==> src/rtl/gate_test_sequencer.sv <==
// rtl/gate_test_sequencer.sv - clocked four-vector stimulus and truth-table checker for a 2-input gate
module gate_test_sequencer #(
  parameter int         HOLD_CYCLES = 4,
  parameter logic [3:0] TRUTH       = 4'b0001
) (
  input  logic       clk,
  input  logic       rst_n,
  input  logic       start,
  input  logic       abort,
  input  logic       y,
  output logic       A,
  output logic       B,
  output logic       busy,
  output logic       done,
  output logic       pass,
  output logic [3:0] fail_mask,
  output logic [1:0] vec_idx
);

  localparam int CW = (HOLD_CYCLES > 1) ? $clog2(HOLD_CYCLES) : 1;
  localparam logic [CW-1:0] CNT_LAST = CW'(HOLD_CYCLES - 1);

  typedef enum logic [1:0] {
    S_IDLE,
    S_APPLY,
    S_DONE
  } state_t;

  state_t        state_q, state_d;
  logic [1:0]    idx_q, idx_d;
  logic [1:0]    ab_q, ab_d;
  logic [CW-1:0] cnt_q, cnt_d;
  logic [3:0]    fail_q, fail_d;

  always_ff @(posedge clk or negedge rst_n) begin
    if (!rst_n) begin
      state_q <= S_IDLE;
      idx_q   <= 2'd0;
      ab_q    <= 2'd0;
      cnt_q   <= '0;
      fail_q  <= 4'd0;
    end else begin
      state_q <= state_d;
      idx_q   <= idx_d;
      ab_q    <= ab_d;
      cnt_q   <= cnt_d;
      fail_q  <= fail_d;
    end
  end

  always_comb begin
    state_d = state_q;
    idx_d   = idx_q;
    ab_d    = ab_q;
    cnt_d   = cnt_q;
    fail_d  = fail_q;
    if (abort) begin
      state_d = S_IDLE;
      idx_d   = 2'd0;
      ab_d    = 2'd0;
      cnt_d   = '0;
      fail_d  = 4'd0;
    end else begin
      case (state_q)
        S_IDLE, S_DONE: begin
          if (start) begin
            state_d = S_APPLY;
            idx_d   = 2'd0;
            ab_d    = 2'd0;
            cnt_d   = '0;
            fail_d  = 4'd0;
          end
        end
        S_APPLY: begin
          // start is deliberately ignored here so a run cannot be restarted mid-way
          if (cnt_q != CNT_LAST) begin
            cnt_d = cnt_q + 1'b1;
          end else begin
            fail_d[idx_q] = (y != TRUTH[idx_q]);
            cnt_d         = '0;
            if (idx_q == 2'd3) begin
              state_d = S_DONE;
            end else begin
              idx_d = idx_q + 2'd1;
              ab_d  = idx_q + 2'd1;
            end
          end
        end
        default: state_d = S_IDLE;
      endcase
    end
  end

  assign A         = ab_q[1];
  assign B         = ab_q[0];
  assign busy      = (state_q == S_APPLY);
  assign done      = (state_q == S_DONE);
  assign pass      = done & (fail_q == 4'd0);
  assign fail_mask = fail_q;
  assign vec_idx   = idx_q;

endmodule

==> config.mk <==
export PLATFORM = sky130hd
export DESIGN_NAME = gate_test_sequencer
export DESIGN_NICKNAME = d
export VERILOG_FILES = /design/src/rtl/gate_test_sequencer.sv
export SDC_FILE = /design/constraint.sdc
export NUM_CORES = 1
export LEC_CHECK = 0
export ABC_AREA = 0
export CAP_MARGIN = 20
export CORE_UTILIZATION = 45
export CTS_BUF_LIST = sky130_fd_sc_hd__clkbuf_4 sky130_fd_sc_hd__clkbuf_8
export DETAILED_ROUTE_END_ITERATION = 8
export PLACE_DENSITY = 0.8
export SLEW_MARGIN = 20
export SYNTH_ARGS = -nofsm -noshare
export SYNTH_HDL_FRONTEND = slang
export SYNTH_SLANG_ARGS = --single-unit
==> constraint.sdc <==
create_clock -name clk -period 2.4 [get_ports clk]
set_clock_uncertainty 0.05 [all_clocks]
set_input_delay 0.48 -clock clk [delete_from_list [all_inputs] [get_ports clk]]
set_output_delay 0.48 -clock clk [all_outputs]
set_load 0.01 [all_outputs]
==> run_results.csv, run 1 <==
group,metric,value,unit
floorplan,initial_core_util,0.491,
worst_setup_path,start_kind,"flip-flop",
cts,clockBufferDepth,2,
yosys,synth_area_leader_cell,"dfrtp_1",
routing,antenna_left,0,
power,finalPower,324,µW
sta,max_slew.worst_pin.slew,461,ps
sta,period_share,0.912,
floorplan,core,1320,µm²
sta,setup-tns-final,0,ps
yosys,synth_area,647,µm²
worst_setup_path,cp_data_arrival_time,1660,ps
sta,max_freq,457,MHz
power,leakagePower,0.342,nW
flow_run,cap_violations,0,
cells_and_area,fin_nets,92,
cells_and_area,num-fill-cells,111,
cells_and_area,antenna_cells,0,
floorplan,ioPinCount,16,
yosys,syn_nets,76,
worst_hold_path,worstHoldPathType,"primary input to asynchronous set/reset pin",
worst_setup_path,slowest_delay,520,ps
worst_setup_path,cp_cell_sequence,"nor2b_1, and2_1, clkdlybuf4s50_1",
cts,cts_tree,"built",
yosys,synth_ff_type,"dfrtp_1",
cts,cts_buffers,3,
cts,post_cts.repair.setup_buffers,0,
cts,clock_latency,260,ps
cts,cts_hold_buf,0,
yosys,synth-seq-cells,10,
yosys,synth_edf_count,0,
worst_setup_path,worstSetupEndpointType,"output port",
cts,root_buffer,"clkbuf_4",
worst_setup_path,rr_startpoint,"ab_q[0]",
yosys,yosysTopAreaCellShare,0.387,
sta,rsz0062_at_grt,"no",
yosys,yosysWarnings,0,
global_route,grt_first_pass_wirelength,1980,µm
power,power_density,398,nW/µm²
worst_setup_path,worst_path_max_delay_cell,"clkdlybuf4s50_1",
yosys,syn_avg_cell_area,9.95,µm²
worst_setup_path,worstSetupPathType,"flip-flop to output port",
placement,place.gp.congestion,0.713,
routing,routed_wl,1320,µm
global_route,grt-ovfl-total,0,
cells_and_area,drive_gt1_frac,0.114,
placement,dp_hpwl,1030,µm
worst_setup_path,worstPathRequired,1870,ps
yosys,async_flop_share,1.00,
global_route,track_usage,0.196,
yosys,synth.area.top_cells,"dfrtp_1 (39%), ha_1 (12%), a31o_2 (5.4%), nand2b_1 (3.9%), nand3b_1 (3.5%)",
cts,htree_levels,1,
routing,dr_wl_met2,657,µm
routing,met1_length,608,µm
global_route,antenna_found_initial,0,
routing,drtIter0Drc,9,
worst_setup_path,critPathMaxFanout,9,
sta,hold_viol_final,0,
yosys,syn_inst,65,
routing,drc_errors,0,
routing,vias_per_cell,5.62,
power,max-vdd-ir-drop,0.000251,V
floorplan,fp.dieH,39.9,µm
run_status,status,"completed",
floorplan,dieArea,1590,µm²
sta,whs,484,ps
cells_and_area,area_delta_synth_final,25.7,%
global_route,grt_max_degree,11,
routing,num_vias,528,
floorplan,die_w,39.9,µm
sta,post-route-min-period,2190,ps
cts,post_cts_resize_count,0,
global_route,grt_pass1_vias,465,
routing,dr.pass1.iters,4,
worst_setup_path,startpoint,"state_q[1]",
cts,cts.clk_slew.worst_paths,60,ps
cells_and_area,fin_util,0.617,
routing,wl_per_cell,14.0,µm
placement,port_buffers,15,
sta,slew_violations,0,
yosys,yosys.cell_count.top_type,"dfrtp_1",
yosys,yosysSeqAreaShare,0.387,
routing,highest_layer,"met4",
routing,met3_length,40,µm
yosys,synth_cell_types,26,
sta,max_slew_margin,0.692,
sta,finalSetupViolations,0,
floorplan,rows,13,
yosys,ys_top_cells_by_count,"dfrtp_1 (10), ha_1 (6), a31o_2 (4), nand2b_1 (4), nor2_1 (4)",
cts,cts.sinks,10,
final cells by class:
type	count	area (µm²)	area share
repair buffers	15	150	0.185
flip-flops and latches	10	250	0.308
inverters	3	11.3	0.0138
well taps	15	18.8	0.0231
clock buffers	3	22.5	0.0277
multi-input cells	48	360	0.443
registers in the layout (all words and copies together) (netlist names):
signal	count
ab_q	2
cnt_q	2
fail_mask	4
state_q	2
layout by cell type (no fill, tap or decap), drive strengths merged:
cell	instances
mux2	1
a22oi	1
nor4	2
and2b	1
nor2b	2
and2	2
and3b	1
nand4b	1
nand3b	3
a31o	6
a21boi	2
and4b	1
ha	6
nand2	3
nor3	2
dfrtp	10
nor2	4
clkdlybuf4s50	15
inv	3
a21oi	3
nor3b	1
o21ai	1
nor4b	1
clkbuf	3
nand2b	4
through the flow:
stage | setup slack, ps | instance area, µm² | instances
floorplan | 837 | 647 | 65
global placement | 510 | 791 | 91
detailed placement | 497 | 791 | 91
CTS | 191 | 813 | 94
global route | 105 | 813 | 94
finish | 211 | 813 | 94
kinds of logic after synthesis:
logic type	synth area share
flops	0.387
compound gates	0.147
simple gates	0.277
mux	0.0174
buf+inv	0.0561
fa+ha+maj	0.116
report_power, final:
part / internal, mW / switching (mW)
Clock: 0.0579 / 0.0562
Combinational: 0.0166 / 0.0166
Sequential: 0.171 / 0.00469
Total: 0.246 / 0.0775
critical path, delay by kind of cell (launching register included):
| kind | cells | cell delay (ps) |
|---|---|---|
| buffers and inverters | 1 | 520 |
| flip-flops | 1 | 460 |
| AND/OR/NAND/NOR | 2 | 420 |
path summary, 6_finish.rpt:
path                                 to  slack [ps]  cells past startpoint
setup / recovery                   pass         210                      3
hold / removal               state_q[0]         480                      1
setup reg to reg           fail_mask[2]         660                      6
hold reg to reg            fail_mask[0]         490                      1
max in group asynchronous  fail_mask[0]        1500                      1
min in group clk           fail_mask[0]         490                      1
metal layers:
metal | global-route usage | vias to the layer above
met5 | 0 | -
met4 | 0.103 | 0
met3 | 0.0341 | 2
met2 | 0.310 | 12
met1 | 0.249 | 252
li1 | - | 262
Note: power is estimated with default switching activity, not from simulation.
==> run 2, diff against run 1 <==
CTS_CLUSTER_SIZE = 16   (was unset)
==> results of run 2 <==
No change in the layout: final DEF, timing and power equal those of run 1.
